File: config.mk
export PLATFORM = sky130hd
export DESIGN_NAME = crc16_denetleyici_flat
export DESIGN_NICKNAME = d
export VERILOG_FILES = /design/src/rtl/crc16_denetleyici_if.sv /design/src/rtl/crc16_denetleyici.sv /design/src/flat_wrapper.sv
export SDC_FILE = /design/constraint.sdc
export NUM_CORES = 1
export LEC_CHECK = 0
export CORE_ASPECT_RATIO = 1.25
export CORE_MARGIN = 8
export CORE_UTILIZATION = 35
export DETAILED_ROUTE_END_ITERATION = 6
export GPL_ROUTABILITY_DRIVEN = 0
export GPL_TIMING_DRIVEN = 0
export HOLD_SLACK_MARGIN = 0.06
export PLACE_DENSITY = 0.8
export RECOVER_POWER = 100
export SLEW_MARGIN = 20
export SYNTH_ARGS = -nofsm -noshare
export SYNTH_HDL_FRONTEND = slang
export SYNTH_SLANG_ARGS = --single-unit
File: constraint.sdc
create_clock -name clk_i -period 1.8 [get_ports clk_i]
set_input_delay 0.36 -clock clk_i [delete_from_list [all_inputs] [get_ports clk_i]]
set_output_delay 0.36 -clock clk_i [all_outputs]
set_load 0.01 [all_outputs]
File: src/rtl/crc16_denetleyici_if.sv
// ---------------------------------------------------------------------------
// crc16_denetleyici_if
//   Byte-stream bundle around the CRC16 frame sequencer: two requester
//   streams in, one framed output stream out.
//
//   Signals
//     ist0_* / ist1_*  : requester streams (gecerli, bayt, son in; hazir out)
//     cik_*            : output stream (gecerli, bayt, son, kaynak out;
//                        hazir in from downstream)
//
//   Modports
//     slave  : the sequencer's view
//     master : the requester and downstream view (testbench / integration)
// ---------------------------------------------------------------------------
interface crc16_denetleyici_if;
  logic       ist0_gecerli_i;
  logic [7:0] ist0_bayt_i;
  logic       ist0_son_i;
  logic       ist0_hazir_o;
  logic       ist1_gecerli_i;
  logic [7:0] ist1_bayt_i;
  logic       ist1_son_i;
  logic       ist1_hazir_o;
  logic       cik_gecerli_o;
  logic [7:0] cik_bayt_o;
  logic       cik_son_o;
  logic       cik_kaynak_o;
  logic       cik_hazir_i;

  modport slave (
    input  ist0_gecerli_i, ist0_bayt_i, ist0_son_i,
    input  ist1_gecerli_i, ist1_bayt_i, ist1_son_i,
    input  cik_hazir_i,
    output ist0_hazir_o, ist1_hazir_o,
    output cik_gecerli_o, cik_bayt_o, cik_son_o, cik_kaynak_o
  );

  modport master (
    output ist0_gecerli_i, ist0_bayt_i, ist0_son_i,
    output ist1_gecerli_i, ist1_bayt_i, ist1_son_i,
    output cik_hazir_i,
    input  ist0_hazir_o, ist1_hazir_o,
    input  cik_gecerli_o, cik_bayt_o, cik_son_o, cik_kaynak_o
  );
endinterface

File: src/rtl/crc16_denetleyici.sv
// ---------------------------------------------------------------------------
// crc16_denetleyici
//   Frame sequencer / arbiter in front of a shared CRC16 engine. Picks one of
//   two requesters, clears the engine, passes the requester's bytes through
//   to the output while feeding each accepted byte to the engine, then
//   appends the CRC (high byte, then low byte marked as last).
//
//   Ports
//     clk_i, rst_i     : clock, asynchronous active-high reset
//     bus (slave)      : requester streams and output stream
//     crc_bayt_o       : byte to the engine
//     crc_etkin_o      : engine enable, high on each accepted data byte
//     crc_temizle_o    : one-cycle engine clear at frame start
//     crc_i            : engine result
//     mesgul_o         : a frame is in progress
//     cerceve_sayac_o  : data bytes of current / most recent frame (saturates)
//
//   Build option
//     CRC16_DEN_RR_EN  : defined -> round-robin on ties,
//                        undefined -> requester 0 wins ties.
// ---------------------------------------------------------------------------
module crc16_denetleyici #(
  parameter int UZUNLUK_W = 16
) (
  input  logic                 clk_i,
  input  logic                 rst_i,
  crc16_denetleyici_if.slave   bus,
  output logic [7:0]           crc_bayt_o,
  output logic                 crc_etkin_o,
  output logic                 crc_temizle_o,
  input  logic [15:0]          crc_i,
  output logic                 mesgul_o,
  output logic [UZUNLUK_W-1:0] cerceve_sayac_o
);

  typedef enum logic [2:0] {BOSTA, TEMIZLE, VERI, CRC_H, CRC_L} durum_t;

  localparam logic [UZUNLUK_W-1:0] SAYAC_BIR = {{(UZUNLUK_W-1){1'b0}}, 1'b1};

  durum_t               state_reg, state_next;
  logic                 grant_reg, grant_next;
  logic                 ptr_reg, ptr_next;
  logic [UZUNLUK_W-1:0] count_reg, count_next;

  logic       sel_gecerli;
  logic [7:0] sel_bayt;
  logic       sel_son;
  logic       kazanan;

  logic       hazir0, hazir1;
  logic       cik_gecerli;
  logic [7:0] cik_bayt;
  logic       cik_son;

  // Granted requester seen through a single mux so VERI is a pure pass-through.
  assign sel_gecerli = grant_reg ? bus.ist1_gecerli_i : bus.ist0_gecerli_i;
  assign sel_bayt    = grant_reg ? bus.ist1_bayt_i    : bus.ist0_bayt_i;
  assign sel_son     = grant_reg ? bus.ist1_son_i     : bus.ist0_son_i;

  // Winner when leaving BOSTA. A lone requester always wins.
`ifdef CRC16_DEN_RR_EN
  assign kazanan = (bus.ist0_gecerli_i && bus.ist1_gecerli_i) ? ~ptr_reg
                                                              : ~bus.ist0_gecerli_i;
`else
  assign kazanan = ~bus.ist0_gecerli_i;
`endif

  always_ff @(posedge clk_i or posedge rst_i) begin
    if (rst_i) begin
      state_reg <= BOSTA;
      grant_reg <= 1'b0;
      ptr_reg   <= 1'b1;   // last winner = 1, so requester 0 wins first
      count_reg <= '0;
    end else begin
      state_reg <= state_next;
      grant_reg <= grant_next;
      ptr_reg   <= ptr_next;
      count_reg <= count_next;
    end
  end

  always_comb begin
    state_next    = state_reg;
    grant_next    = grant_reg;
    ptr_next      = ptr_reg;
    count_next    = count_reg;
    hazir0        = 1'b0;
    hazir1        = 1'b0;
    cik_gecerli   = 1'b0;
    cik_bayt      = 8'h00;
    cik_son       = 1'b0;
    crc_bayt_o    = 8'h00;
    crc_etkin_o   = 1'b0;
    crc_temizle_o = 1'b0;

    case (state_reg)
      BOSTA: begin
        if (bus.ist0_gecerli_i || bus.ist1_gecerli_i) begin
          grant_next = kazanan;
          state_next = TEMIZLE;
        end
      end

      TEMIZLE: begin
        crc_temizle_o = 1'b1;
        count_next    = '0;
        state_next    = VERI;
      end

      VERI: begin
        cik_gecerli = sel_gecerli;
        cik_bayt    = sel_bayt;
        hazir0      = ~grant_reg & bus.cik_hazir_i;
        hazir1      =  grant_reg & bus.cik_hazir_i;
        if (sel_gecerli && bus.cik_hazir_i) begin
          crc_etkin_o = 1'b1;
          crc_bayt_o  = sel_bayt;
          if (count_reg != '1) begin
            count_next = count_reg + SAYAC_BIR;
          end
          if (sel_son) begin
            state_next = CRC_H;
          end
        end
      end

      // Engine is idle here, so crc_i holds steady under backpressure.
      CRC_H: begin
        cik_gecerli = 1'b1;
        cik_bayt    = crc_i[15:8];
        if (bus.cik_hazir_i) begin
          state_next = CRC_L;
        end
      end

      CRC_L: begin
        cik_gecerli = 1'b1;
        cik_bayt    = crc_i[7:0];
        cik_son     = 1'b1;
        if (bus.cik_hazir_i) begin
          ptr_next   = grant_reg;
          state_next = BOSTA;
        end
      end

      default: begin
        state_next = BOSTA;
      end
    endcase
  end

  assign bus.ist0_hazir_o  = hazir0;
  assign bus.ist1_hazir_o  = hazir1;
  assign bus.cik_gecerli_o = cik_gecerli;
  assign bus.cik_bayt_o    = cik_bayt;
  assign bus.cik_son_o     = cik_son;
  assign bus.cik_kaynak_o  = grant_reg;
  assign mesgul_o          = (state_reg != BOSTA);
  assign cerceve_sayac_o   = count_reg;

endmodule

File: src/flat_wrapper.sv
// flat-port wrapper written by rule: the top's interface ports become plain ports
module crc16_denetleyici_flat 
#(
  parameter int UZUNLUK_W = 16
)
  (clk_i, rst_i, crc_bayt_o, crc_etkin_o, crc_temizle_o, crc_i, mesgul_o, cerceve_sayac_o, bus_ist0_gecerli_i, bus_ist0_bayt_i, bus_ist0_son_i, bus_ist1_gecerli_i, bus_ist1_bayt_i, bus_ist1_son_i, bus_cik_hazir_i, bus_ist0_hazir_o, bus_ist1_hazir_o, bus_cik_gecerli_o, bus_cik_bayt_o, bus_cik_son_o, bus_cik_kaynak_o);
  crc16_denetleyici_if bus_i ();
  input  logic clk_i;
  input  logic rst_i;
  output logic [7:0] crc_bayt_o;
  output logic crc_etkin_o;
  output logic crc_temizle_o;
  input  logic [15:0] crc_i;
  output logic mesgul_o;
  output logic [UZUNLUK_W-1:0] cerceve_sayac_o;
  input wire logic [$bits(bus_i.ist0_gecerli_i)-1:0] bus_ist0_gecerli_i;
  input wire logic [$bits(bus_i.ist0_bayt_i)-1:0] bus_ist0_bayt_i;
  input wire logic [$bits(bus_i.ist0_son_i)-1:0] bus_ist0_son_i;
  input wire logic [$bits(bus_i.ist1_gecerli_i)-1:0] bus_ist1_gecerli_i;
  input wire logic [$bits(bus_i.ist1_bayt_i)-1:0] bus_ist1_bayt_i;
  input wire logic [$bits(bus_i.ist1_son_i)-1:0] bus_ist1_son_i;
  input wire logic [$bits(bus_i.cik_hazir_i)-1:0] bus_cik_hazir_i;
  output wire logic [$bits(bus_i.ist0_hazir_o)-1:0] bus_ist0_hazir_o;
  output wire logic [$bits(bus_i.ist1_hazir_o)-1:0] bus_ist1_hazir_o;
  output wire logic [$bits(bus_i.cik_gecerli_o)-1:0] bus_cik_gecerli_o;
  output wire logic [$bits(bus_i.cik_bayt_o)-1:0] bus_cik_bayt_o;
  output wire logic [$bits(bus_i.cik_son_o)-1:0] bus_cik_son_o;
  output wire logic [$bits(bus_i.cik_kaynak_o)-1:0] bus_cik_kaynak_o;
  assign bus_i.ist0_gecerli_i = bus_ist0_gecerli_i;
  assign bus_i.ist0_bayt_i = bus_ist0_bayt_i;
  assign bus_i.ist0_son_i = bus_ist0_son_i;
  assign bus_i.ist1_gecerli_i = bus_ist1_gecerli_i;
  assign bus_i.ist1_bayt_i = bus_ist1_bayt_i;
  assign bus_i.ist1_son_i = bus_ist1_son_i;
  assign bus_i.cik_hazir_i = bus_cik_hazir_i;
  assign bus_ist0_hazir_o = bus_i.ist0_hazir_o;
  assign bus_ist1_hazir_o = bus_i.ist1_hazir_o;
  assign bus_cik_gecerli_o = bus_i.cik_gecerli_o;
  assign bus_cik_bayt_o = bus_i.cik_bayt_o;
  assign bus_cik_son_o = bus_i.cik_son_o;
  assign bus_cik_kaynak_o = bus_i.cik_kaynak_o;
  crc16_denetleyici #(.UZUNLUK_W(UZUNLUK_W)) u_core (.clk_i(clk_i), .rst_i(rst_i), .bus(bus_i), .crc_bayt_o(crc_bayt_o), .crc_etkin_o(crc_etkin_o), .crc_temizle_o(crc_temizle_o), .crc_i(crc_i), .mesgul_o(mesgul_o), .cerceve_sayac_o(cerceve_sayac_o));
endmodule
; Yosys cells after proc, flatten, opt, wreduce, memory -nomap -nowiden
; Cells that the tools add are included.
[classes]
add_sub_neg = 1
eq_ne = 11
n_mux = 22
n_bitwise = 4
reduce_logical = 9
[ops]
columns = op, n
row1 = $mux W16, 2
row2 = $pmux W16 S2, 1
row3 = $mux W8, 3
row4 = $pmux W8 S3, 1
row5 = $add A16 B1 Y16 const B, 1
row6 = $ne A16 B16 Y1 const B, 1
row7 = $mux W3, 5
row8 = $pmux W3 S5, 1
row9 = $mux W1, 8
row10 = $ne A2 B1 Y1 const B, 4
row11 = $eq A3 B2 Y1 const B, 2
row12 = $reduce_and A5 Y1, 1
row13 = $ne A2 B2 Y1 const B, 2
row14 = $eq A3 B1 Y1 const B, 1
row15 = $eq A3 B3 Y1 const B, 1
row16 = $logic_not A3 Y1, 1
row17 = $reduce_and A3 Y1, 1
row18 = $reduce_bool A3 Y1, 1
row19 = $and A1 B1 Y1, 2
row20 = $not A1 Y1, 2
row21 = $pmux W1 S2, 1
row22 = $reduce_and A2 Y1, 1
row23 = $reduce_bool A2 Y1, 1
row24 = $reduce_or A2 Y1, 1
row25 = other kinds (2), 2
[totals]
ff_bits = 20
in_bits = 39

; Longest topological paths before layout
; Gate-level depths: netlist of the first run.
[logic_depth]
word_depth = 4
ltp_mapped = 8
ltp_nobuf = 6

; Worst setup path before layout of the first run
; OpenSTA, ideal clock, no wires.
[synth_timing]
kind = register to register
from = register u_core.count_reg[0] (netlist: u_core.cerceve_sayac_o[0])
to = register u_core.count_reg[8] (netlist: u_core.cerceve_sayac_o[8])
setup_ps = 79
arrival_ps = 1856
required_time_ps = 1721
slack_ps = -135
path_stages_with_launch = 8
cell_sequence = dfrtp_1 ha_1 nand4_1 or4_4 o22ai_4 buf_6 a21oi_1 mux2i_1
[synth_between]
elab_chain_len = 4
elab_cells_between_ends = 7
[synth_rtl]
columns = element, line
row1 = "start, declared", crc16_denetleyici.sv:43  ; logic [UZUNLUK_W-1:0] count_reg, count_next;
row2 = "start signal, assigned", crc16_denetleyici.sv:78  ; count_reg <= count_next;
row3 = $add A16 B1 Y16, crc16_denetleyici.sv:119  ; count_next = count_reg + SAYAC_BIR;
row4 = $mux W16, crc16_denetleyici.sv:118  ; if (count_reg != '1) begin
row5 = $mux W16, crc16_denetleyici.sv:115  ; if (sel_gecerli && bus.cik_hazir_i) begin
row6 = $pmux W16 S2, crc16_denetleyici.sv:96  ; case (state_reg)
; Several ways; a longest one is shown, not always the timed one. The select of a mux whose other input is x is not followed.
; A chain may end at the register's enable or synchronous reset.

; Worst setup path after layout of the first run
[layout_timing]
from = register u_core.state_reg[0]
to = output crc_bayt_o[5]
[layout_between]
elab_chain_len = 2
[layout_rtl]
columns = element, line
row1 = "start, declared", crc16_denetleyici.sv:40  ; durum_t state_reg, state_next;
row2 = "start signal, assigned", crc16_denetleyici.sv:75  ; state_reg <= state_next;
row3 = $eq A3 B2 Y1, crc16_denetleyici.sv:96
row4 = $mux W8, crc16_denetleyici.sv:96
row5 = "end, declared", flat_wrapper.sv:10  ; output logic [7:0] crc_bayt_o;
; No other way between the ends.

==> impl_results.md, run 1 <==
- Run status: complete, but fails checks
- Violated checks: negative setup slack
- CP Data Required Time: 1.44 ns
- Vias per Instance: 5.41
- Clock-pin slew on the worst setup and hold paths: around 0.080 ns
- Worst EP arrival: 1.65 ns
- H-tree depth: 1
- Post-Syn Area per Cell: 7.42 um2
- I/O pin cnt: 79
- Max-cap violations: 0
- CP cell instances: and4bb_4 > nand2_8 > clkbuf_16 > nor2_1 > buf_2
- GRT Residual Overflow: 0
- Clk root buf: clkbuf_8
- Share of cells above drive strength 1: 36.5%
- #FFs+latches synth: 20
- Hold_ws: 0.491 ns
- Syn nets: 236
- Hold Fails Final Rpt: 0
- Clock Skew: 0.00374 ns
- Sum of negative setup slack: -3.01 ns
- Clock Latency Late Sink: 0.26 ns
- Ys Warns: 0
- Distinct cell type count after synthesis: 38
- Vias in the first global route: 1,961
- Synth Instances: 196
- Core Footprint: 4030 um2
- Sequential-to-total area share from yosys stat: 34.4%
- Largest net degree at the start of global routing: 21
- Initial DRC count: between 150 and 200
- Row cnt: 26
- Final Max Tran Viols: 0
- First-pass GRT wire length: 9120 um
- Total number of vias: 1,946
- Die extent in x: roughly 74 um
- Leading area contributor after synthesis: dfrtp_1
- CTS tree: built
- Total CTS buffers: 3
- Port Buf Inserts: 78
- Die Ht: 88.1 um
- Power per cell area: 1180 nW/um2
- Initial antenna violation count: 0
- NumNets Final: 345
- Crit share post-route: 112%
- Dpl hpwl: 4010 um
- Top cells by area in the synthesized netlist: dfrtp_1, nor2_1, mux2i_1
- Die area: 6490 um2
- Area delta synth->final: 97.4%
- # hold bufs at CTS: 0
- DRC violations left: 0
- Max frequency: ~0.50 GHz
- VDD IR-drop max: 663 uV
- DRT antenna net count: 0
- Synth top area share: roughly a third
- Final wirelength: approximately 6000 um
- HP Class: input pin to register
- Post-layout min period: 2.01 ns
- Largest stage delay on the critical path: 0.45 ns
- Worst setup SP type: register
- Most frequent cells in the layout: clkdlybuf4s50_1, nor2_1, buf_4
- DRT Pass-1 Iters: 4
- CP Class: register to primary output
- Worst-Margin Slew: 0.743 ns
- Max FFs per register: 16
- Max Fanout on Critical Path: 6
- RSZ-0062 raised after global routing: yes
- Slowest cell on crit path: dfrtp_2
- Setup ws final: -0.209 ns
- Fin util: 71.2%
- Slew HR: 50.4%
- Clk buf depth: 2
- Pleak: 1.19 nW
- Avg WL per Cell: 16.8 um
- Gr usage total: 17.7%
- ANT cells: 0
- Most common cell after layout, fill and taps aside: clkdlybuf4s50_1
- Mapped Area: between 1000 and 1500 um2
- Setup violators final: 28
- Initial Util: 36.0%
- Worst Setup End Kind: primary output
- CTS sink count: 20
-- through the flow --
stage          std cells  worst slack [ns]  total power, mW  area, um2
2_1_floorplan        196            0.0162             1.48       1460
6_report             360            -0.209             3.40       2870
5_1_grt              360            -0.283             3.64       2870
4_1_cts              348            -0.158             3.06       2620
3_3_place_gp         330             -1.03             2.22       2310
3_5_place_dp         330             -1.04             2.24       2310
-- timing repair --
item / CTS / global route
cloned: 1 / 1
setup endpoints to repair: 39 / 38
pin swaps: 5 / 24
setup buffers: 14 / 11
gates resized for setup: 159 / 45
-- cell type report --
cell class	count	area, um2
well taps	56	70.1
repair buffers	105	953
clock buffers	4	55.1
plain buffers	7	95.1
fillers	318	1160
inverters	6	32.5
flip-flops and latches	20	508
multi-input cells	162	1160
-- path summary, 6_finish.rpt --
check                                     startpoint                        end  slack, ns  cells after the start
max reg2reg                u_core.cerceve_sayac_o[1]  u_core.cerceve_sayac_o[4]      -0.04                      7
max in group asynchronous                      rst_i        u_core.state_reg[0]       0.62                      2
max                              u_core.state_reg[0]              crc_bayt_o[5]      -0.21                      5
min reg2reg                u_core.cerceve_sayac_o[5]  u_core.cerceve_sayac_o[5]       0.54                      1
min                               bus_ist0_gecerli_i    u_core.bus.cik_kaynak_o       0.49                      2
min in group asynchronous                      rst_i  u_core.cerceve_sayac_o[6]       0.66                      2
-- synth_stat cells --
master and instances:
ha_1 1, o21ai_1 13, o21ai_0 12, nand2_1 23, dfrtp_1 20, nor3b_1 1
nor2b_1 2, a31oi_1 4, nor2_1 34, and2_1 1, mux2_2 1, inv_1 4
mux2i_1 9, a311o_1 1, nand2b_1 4, nand4_1 2, o22ai_4 1, nor3_1 8
a211oi_1 1, a21oi_1 13, or3_1 3, nand3_2 1, o41ai_1 1, inv_2 1
and3_1 4, nand3_1 14, clkinv_1 1, or4_4 1, clkbuf_1 4, buf_1 1
o22ai_1 1, a32o_1 1, o31ai_1 2, buf_2 2, and4bb_2 1, a221o_1 1
buf_6 1, o311ai_1 1
-- per-layer routing --
metal  share of wire (%)  GRT usage, %
met1                  36          19.4
met2                  50          29.2
met3                  14          9.39
met4                0.50          4.19
met5                   0             0
-- worst max-delay path: cells and delay by family, from the launching register on --
| kind | cells | cell delay [ns] |
|---|---|---|
| buffers and inverters | 2 | 0.32 |
| DFF | 1 | 0.45 |
| and+or+nand+nor | 3 | 0.61 |
-- cells by family (layout without fill, tap and decap cells) --
logic type	Yosys count	count (layout)	share of synthesized area, %
adders and majority gates	1	1	0.860
DFF	20	20	34.4
AOI/OAI and AO/OA	52	52	21.4
and+or+nand+nor	99	99	32.0
muxes	10	10	6.97
buffers and inverters	14	122	4.30
-- power by group --
part | switching (mW) | leakage [nW] | internal (mW) | total, mW
Clock | 0.154 | 0.0288 | 0.195 | 0.349
Sequential | 0.105 | 0.263 | 0.519 | 0.624
Combinational | 1.17 | 0.901 | 1.25 | 2.42
No activity file was read; power rests on OpenSTA's default activity.
==> run 2: changes to the inputs <==
--- a/config.mk
+++ b/config.mk
@@ -7,12 +7,12 @@
 export LEC_CHECK = 0
 export CORE_ASPECT_RATIO = 1.25
 export CORE_MARGIN = 8
-export CORE_UTILIZATION = 35
+export CORE_UTILIZATION = 39
 export DETAILED_ROUTE_END_ITERATION = 6
 export GPL_ROUTABILITY_DRIVEN = 0
 export GPL_TIMING_DRIVEN = 0
 export HOLD_SLACK_MARGIN = 0.06
-export PLACE_DENSITY = 0.8
+export PLACE_DENSITY = 0.84
 export RECOVER_POWER = 100
 export SLEW_MARGIN = 20
 export SYNTH_ARGS = -nofsm -noshare
==> constraint.sdc (replaced) <==
create_clock -name clk_i -period 2.2 [get_ports clk_i]
set_input_delay 0.44 -clock clk_i [delete_from_list [all_inputs] [get_ports clk_i]]
set_output_delay 0.44 -clock clk_i [all_outputs]
set_load 0.01 [all_outputs]
==> impl_results.md, run 2 (synthesized netlist as in run 1, its figures left out) <==
- Setup ws final: 0.0360 ns (was -0.209 ns)
- Run status: completed (was complete, but fails checks)
- Met2 WL: 2640 um (was 3000 um)
- Share of cells above drive strength 1: 14.4% (was 36.5%)
- Worst-Margin Slew: 0.756 ns (was 0.743 ns)
- M1 WL: 1980 um (was 2170 um)
- Reg-to-reg endpoint: u_core.cerceve_sayac_o[9] (was u_core.cerceve_sayac_o[4])
- Area delta synth->final: 68.7% (was 97.4%)
- DRT Pass-1 Iters: 4 (unchanged)
- Total number of vias: 1,864 (was 1,946)
- DRC violations left: 0 (unchanged)
- Post-DP Area: 2280 um2 (was 2310 um2)
- Clock Skew: 0.00599 ns (was 0.00374 ns)
- Clock Latency Late Sink: 0.26 ns (about the same)
- Pleak: 1.06 nW (was 1.19 nW)
- Place WS: -0.787 ns (was -1.04 ns)
- Avg WL per Cell: 16.7 um (was 16.8 um)
- Setup violators final: 0 (was 28)
- RSZ-0062 raised after global routing: yes (unchanged)
- Initial antenna violation count: 0 (unchanged)
- Worst EP arrival: 1.72 ns (was 1.65 ns)
- Reg power frac: 22.3% (was 18.4%)
- Crit share post-route: 98.4%
- Sum of negative setup slack: 0 ns (was -3.01 ns)
- Most frequent cells in the layout: clkdlybuf4s50_1, nor2_1, nand2_1 (was clkdlybuf4s50_1, nor2_1, buf_4)
- Worst setup SP type: register (unchanged)
- WL met3: 655 um (was 844 um)
- CP cell instances: buf_12 > mux2i_4 > nor2_1 > a21oi_1 > o21ai_0 > clkdlybuf4s15_1 (was and4bb_4 > nand2_8 > clkbuf_16 > nor2_1 > buf_2)
- Clk buf depth: 2 (unchanged)
- CP Data Required Time: 1.76 ns (was 1.44 ns)
- ANT cells: 0 (unchanged)
- Largest net degree at the start of global routing: 21 (unchanged)
- # hold bufs at CTS: 0 (unchanged)
- CTS sink count: 20 (unchanged)
- Gr usage total: 18.9% (was 17.7%)
- First-pass GRT wire length: 9320 um (was 9120 um)
- CTS tree: built (unchanged)
- Net Sw Frac: 43.5% (was 42.2%)
- Total CTS buffers: 3 (unchanged)
- NetSw: 0.965 mW (was 1.43 mW)
- Hold path start: u_core.cerceve_sayac_o[9] (was bus_ist0_gecerli_i)
- DRT antenna net count: 0 (unchanged)
- Core Footprint: 3690 um2 (was 4030 um2)
- Slowest cell on crit path: dfrtp_2 (unchanged)
- I/O pin cnt: 79 (unchanged)
- Vias per Instance: 5.75 (was 5.41)
- Max frequency: 0.462 GHz
- Final wirelength: 5420 um (was 6040 um)
- Port Buf Inserts: 78 (unchanged)
- Clock-pin slew on the worst setup and hold paths: 0.07 ns (was 0.08 ns)
- Largest stage delay on the critical path: 0.44 ns (was 0.45 ns)
- Row cnt: 25 (was 26)
- NumNets Final: 326 (was 345)
- Max-cap violations: 0 (unchanged)
- Pint: 1.26 mW (was 1.96 mW)
- Max Fanout on Critical Path: 10 (was 6)
- Slew HR: 49.5% (was 50.4%)
- Die Ht: 84.3 um (was 88.1 um)
- HP Class: register to register (was input pin to register)
- Clk root buf: clkbuf_8 (unchanged)
- Die extent in x: 70.6 um (was 73.6 um)
- GRT Residual Overflow: 0 (unchanged)
- Die area: 5950 um2 (was 6490 um2)
- Critical register-to-register path startpoint: u_core.cerceve_sayac_o[0] (was u_core.cerceve_sayac_o[1])
- Hold Crit Depth: 1 (was 2)
- Dpl hpwl: 4040 um (was 4010 um)
- Setup slack, reg-to-reg: 0.15 ns (was -0.04 ns)
- Clk pwr share: 10.7% (was 10.3%)
- Worst Setup End Kind: primary output (unchanged)
- DR top layer: met4 (unchanged)
- R2r worst-path depth: 7 (unchanged)
- Initial DRC count: 139 (was 166)
- Final Max Tran Viols: 0 (unchanged)
- Vias in the first global route: 2,010 (was 1,961)
- H-tree depth: 1 (unchanged)
- CP Class: register to primary output (unchanged)
- Initial Util: 39.4% (was 36.0%)
- Finished Cell Area: 2450 um2 (was 2870 um2)
- Max FFs per register: 16 (unchanged)
- Hold worst-path end: u_core.cerceve_sayac_o[9] (was u_core.bus.cik_kaynak_o)
- VDD IR-drop max: 514 uV (was 663 uV)
- CP bufs+invs: 2 (unchanged)
- Most common cell after layout, fill and taps aside: clkdlybuf4s50_1 (unchanged)
- Post-layout min period: about 2.2 ns
- Logic pwr share: 67.0% (was 71.3%)
- Power per cell area: 906 nW/um2 (was 1180 nW/um2)
- Cell family with most CP delay: buffers and inverters (was simple AND/OR/NAND/NOR gates)
- Hold Fails Final Rpt: 0 (unchanged)
-- run 2: power by group through the flow --
| stage | clock network [mW] | registers (mW) | logic (mW) |
|---|---|---|---|
| global route | 0.253 | 0.505 | 1.64 |
| CTS | 0.242 | 0.490 | 1.41 |
| finish | 0.238 | 0.495 | 1.49 |
| floorplan | 0 | 0.489 | 0.720 |
| global placement | 0 | 0.494 | 1.31 |
| detailed placement | 0 | 0.495 | 1.33 |
-- run 2: worst reg2reg max path, stage by stage (launching register included) --
cell     delay (ns)
dfrtp_1        0.43
ha_1           0.24
nand4_1        0.15
or4_4          0.59
o22ai_4        0.18
buf_6          0.18
o21ai_1        0.09
o41ai_1        0.07
-- run 2: worst max-delay path by stage --
stage | startpoint | to | slack [ns] | cells after the start
6_report | u_core.bus.cik_kaynak_o | bus_cik_bayt_o[0] | 0.04 | 6
4_1_cts | u_core.bus.cik_kaynak_o | crc_bayt_o[7] | 0.0008 | 6
3_5_place_dp | bus_cik_hazir_i | crc_bayt_o[6] | -0.79 | 6
5_1_grt | u_core.bus.cik_kaynak_o | bus_cik_bayt_o[3] | -0.03 | 6
3_3_place_gp | bus_ist1_gecerli_i | crc_bayt_o[2] | -0.77 | 6
2_1_floorplan | u_core.cerceve_sayac_o[0] | u_core.cerceve_sayac_o[8] | 0.26 | 7
-- run 2: layout make-up --
type / instances / area [um2]
fill: 326 / 1240
multi-input combinational: 162 / 983
timing repair buffer: 86 / 768
sequential: 20 / 504
buffer: 7 / 78.8
tap: 40 / 50.0
clock buffer: 3 / 41.3
inverter: 6 / 26.3
-- run 2: timing repair --
action,CTS,global route
gates resized for setup,56,28
pin swaps,2,2
setup buffers,4,4
endpoints found under the setup margin,21,28
-- run 2: through the flow --
| stage | power [mW] | util (%) | cells | hold slack (ns) |
|---|---|---|---|---|
| 6_report | 2.22 | 66.4 | 324 | 0.549 |
| 5_1_grt | 2.40 | 66.4 | 324 | 0.576 |
| 4_1_cts | 2.14 | 66.0 | 320 | 0.545 |
| 3_5_place_dp | 1.82 | 61.9 | 314 | 0.535 |
| 3_3_place_gp | 1.81 | 61.9 | 314 | 0.537 |
| 2_1_floorplan | 1.21 | - | 196 | 0.404 |
-- run 2: routing by layer --
layer / global-route usage (%) / vias to the layer above
li1: - / 889
met5: 0 / -
met1: 18.8 / 860
met2: 32.7 / 98
met4: 6.26 / 0
met3: 9.77 / 17
==> run 3: changes to the inputs <==
--- a/config.mk
+++ b/config.mk
@@ -5,14 +5,15 @@
 export SDC_FILE = /design/constraint.sdc
 export NUM_CORES = 1
 export LEC_CHECK = 0
+export ABC_AREA = 1
 export CORE_ASPECT_RATIO = 1.25
 export CORE_MARGIN = 8
-export CORE_UTILIZATION = 39
+export CORE_UTILIZATION = 42
 export DETAILED_ROUTE_END_ITERATION = 6
 export GPL_ROUTABILITY_DRIVEN = 0
 export GPL_TIMING_DRIVEN = 0
 export HOLD_SLACK_MARGIN = 0.06
-export PLACE_DENSITY = 0.84
+export PLACE_DENSITY = 0.86
 export RECOVER_POWER = 100
 export SLEW_MARGIN = 20
 export SYNTH_ARGS = -nofsm -noshare
==> impl_results.md, run 3 <==
- #FFs+latches synth: 20 (unchanged)
- Reg power frac: 22.3% (about the same)
- Clk buf depth: 2 (unchanged)
- Clock Skew: 0.00562 ns (was 0.00599 ns)
- NumNets Final: 386 (was 326)
- Vias per Instance: 5.13 (was 5.75)
- Pleak: 1.17 nW (was 1.06 nW)
- H-tree depth: 1 (unchanged)
- Most frequent cells in the layout: nand2_1, clkdlybuf4s50_1, nor2_1 (was clkdlybuf4s50_1, nor2_1, nand2_1)
- Top cells by area in the synthesized netlist: dfrtp_1, nand2_1, nor2_1 (was dfrtp_1, nor2_1, mux2i_1)
- Hold path start: u_core.cerceve_sayac_o[1] (was u_core.cerceve_sayac_o[9])
- Initial Util: 42.4% (was 39.4%)
- Post-Syn Area per Cell: 6.53 um2 (was 7.42 um2)
- Total number of vias: 2,053 (was 1,864)
- Final wirelength: 5590 um (was 5420 um)
- Share of cells above drive strength 1: 15.1% (was 14.4%)
- Worst EP arrival: 1.71 ns (was 1.72 ns)
- EDFF count, synth: 0 (unchanged)
- I/O pin cnt: 79 (unchanged)
- Worst setup SP type: input pin (was register)
- Port Buf Inserts: 78 (unchanged)
- Core Footprint: 4000 um2 (was 3690 um2)
- NetSw: 1.11 mW (was 0.965 mW)
- Asr flop ratio synth: 100% (unchanged)
- Leading area contributor after synthesis: dfrtp_1 (unchanged)
- Gr usage total: 18.4% (was 18.9%)
- First-pass GRT wire length: 9350 um (was 9320 um)
- Critical register-to-register path startpoint: u_core.cerceve_sayac_o[0] (unchanged)
- Sum of negative setup slack: 0 ns (unchanged)
- Clk root buf: clkbuf_8 (unchanged)
- VDD IR-drop max: 498 uV (was 514 uV)
- Max frequency: 0.465 GHz (was 0.462 GHz)
- Logic pwr share: 66.8% (was 67.0%)
- Hold Fails Final Rpt: 0 (unchanged)
- Top-count cell post-synth: nand2_1 (was nor2_1)
- Row cnt: 26 (was 25)
- HP Class: register to register (unchanged)
- Run status: completed (unchanged)
- Distinct cell type count after synthesis: 32 (was 38)
- Dpl hpwl: 4450 um (was 4040 um)
- Post-layout min period: 2.15 ns (was 2.16 ns)
- Most common cell after layout, fill and taps aside: nand2_1 (was clkdlybuf4s50_1)
- Place WS: -0.529 ns (was -0.787 ns)
- Crit share post-route: 97.8% (was 98.4%)
- Syn nets: 300 (was 236)
- Total CTS buffers: 3 (unchanged)
- Die Ht: 87.1 um (was 84.3 um)
- Hold_ws: 0.548 ns (was 0.549 ns)
- Initial DRC count: 113 (was 139)
- Net Sw Frac: 48.9% (was 43.5%)
- Initial antenna violation count: 0 (unchanged)
- Final Max Tran Viols: 0 (unchanged)
- Synth Instances: 260 (was 196)
- Setup ws final: 0.0479 ns (was 0.0360 ns)
- Avg WL per Cell: 14.0 um (was 16.7 um)
- Die extent in x: 72.9 um (was 70.6 um)
- GRT Residual Overflow: 0 (unchanged)
- Sequential-to-total area share from yosys stat: 29.5% (was 34.4%)
- CP Data Required Time: 1.76 ns (about the same)
- DRT Pass-1 Iters: 4 (unchanged)
- Ys Warns: 0 (unchanged)
- DRT antenna net count: 0 (unchanged)
- Max-cap violations: 0 (unchanged)
- Setup violators final: 0 (unchanged)
- CP Class: input pin to primary output (was register to primary output)
- RSZ-0062 raised after global routing: no (was yes)
- Mapped Area: 1700 um2 (was 1450 um2)
- Prevailing post-synth register cell: dfrtp_1 (unchanged)
- Max FFs per register: 16 (unchanged)
- Max Fanout on Critical Path: 4 (was 10)
- Power per cell area: 899 nW/um2 (was 906 nW/um2)
- Clock Latency Late Sink: 0.26 ns (about the same)
- CTS sink count: 20 (unchanged)
- Pint: 1.16 mW (was 1.26 mW)
- Worst-Margin Slew: 0.776 ns (was 0.756 ns)
- Synth top area share: 29.5% (was 34.4%)
- DRC violations left: 0 (unchanged)
- Vias in the first global route: 2,138 (was 2,010)
- Clk pwr share: 11.0% (was 10.7%)
- Critical Path Start: bus_ist0_gecerli_i (was u_core.bus.cik_kaynak_o)
- Clock-pin slew on the worst setup and hold paths: 0.08 ns (was 0.07 ns)
- ANT cells: 0 (unchanged)
- Area delta synth->final: 48.2% (was 68.7%)
- Largest net degree at the start of global routing: 21 (unchanged)
- CTS tree: built (unchanged)
- Slew HR: 48.2% (was 49.5%)
- Worst Setup End Kind: primary output (unchanged)
- Die area: 6350 um2 (was 5950 um2)
- Commonest cells in the netlist: nand2_1, nor2_1, inv_1 (was nor2_1, nand2_1, dfrtp_1)
[run 3: cell types whose count changed after synthesis, sizes merged, moves of 6 or more]
cell and change:
o211ai +6, mux2i -9, nor2 +7, o21ai -6
nand3 +8, a21oi -8, nand2 +65, inv +24
[run 3: final timing paths]
path | end | slack (ns) | depth (start not counted)
min | u_core.cerceve_sayac_o[1] | 0.55 | 2
max in group asynchronous | u_core.state_reg[0] | 0.91 | 2
min reg2reg | u_core.cerceve_sayac_o[1] | 0.55 | 2
max reg2reg | u_core.cerceve_sayac_o[11] | 0.17 | 10
min in group asynchronous | u_core.cerceve_sayac_o[1] | 0.75 | 2
max | crc_etkin_o | 0.05 | 5
[run 3: area by class of cell]
class | instances | area (um2)
Inverter | 30 | 120
Timing Repair Buffer | 81 | 714
Tap cell | 56 | 70.1
Fill cell | 380 | 1490
Multi-Input combinational cell | 205 | 1010
Sequential cell | 20 | 503
Clock buffer | 3 | 41.3
Buffer | 5 | 58.8
[run 3: per-layer routing]
layer / part of all wire (%) / vias to the layer above / wire length, um / global-route usage (%)
met4: 1.8 / 0 / 100 / 5.29
met5: 0 / - / 0 / 0
li1: - / 1018 / - / -
met2: 47 / 101 / 2660 / 31.7
met3: 14 / 10 / 802 / 10.9
met1: 36 / 924 / 2030 / 17.9
[run 3: power groups by stage]
stage	registers (mW)	clock network, mW	logic [mW]
6_report	0.503	0.248	1.51
2_1_floorplan	0.503	0	0.939
3_3_place_gp	0.502	0	1.60
5_1_grt	0.512	0.263	1.66
4_1_cts	0.498	0.246	1.60
3_5_place_dp	0.502	0	1.62
[run 3: critical path, cell delays in order]
cell             delay (ns)
clkdlybuf4s50_1        0.47
o211ai_1               0.31
nor2_4                 0.07
buf_4                  0.15
dlygate4sd2_1          0.27
[run 3: logic make-up (layout without fill, tap and decap cells)]
logic type	count (synthesis)	in the layout	share of synthesized area, %
AND/OR/NAND/NOR	166	166	45.2
buffers and inverters	35	119	9.73
adder cells (fa/ha/maj)	1	1	0.737
AO/OA/AOI/OAI	38	38	14.9
flip-flops	20	20	29.5
[run 3: metrics by stage]
stage	utilization, %	power [mW]	instances	instance area, um2
finish	62.9	2.26	400	2520
global route	62.9	2.44	400	2520
CTS	64.7	2.35	399	2590
detailed placement	63.7	2.12	394	2550
global placement	63.7	2.11	394	2550
floorplan	-	1.44	260	1700
[run 3: timing repair]
action / 4_1_cts / 5_1_grt
pin swaps: 2 / 2
hold buffers: 0 / 0
endpoints found under the hold margin: 0 / 0
setup buffers: 2 / 1
cloned: 0 / 0
endpoints found under the setup margin: 20 / 16
resized for setup: 59 / 26
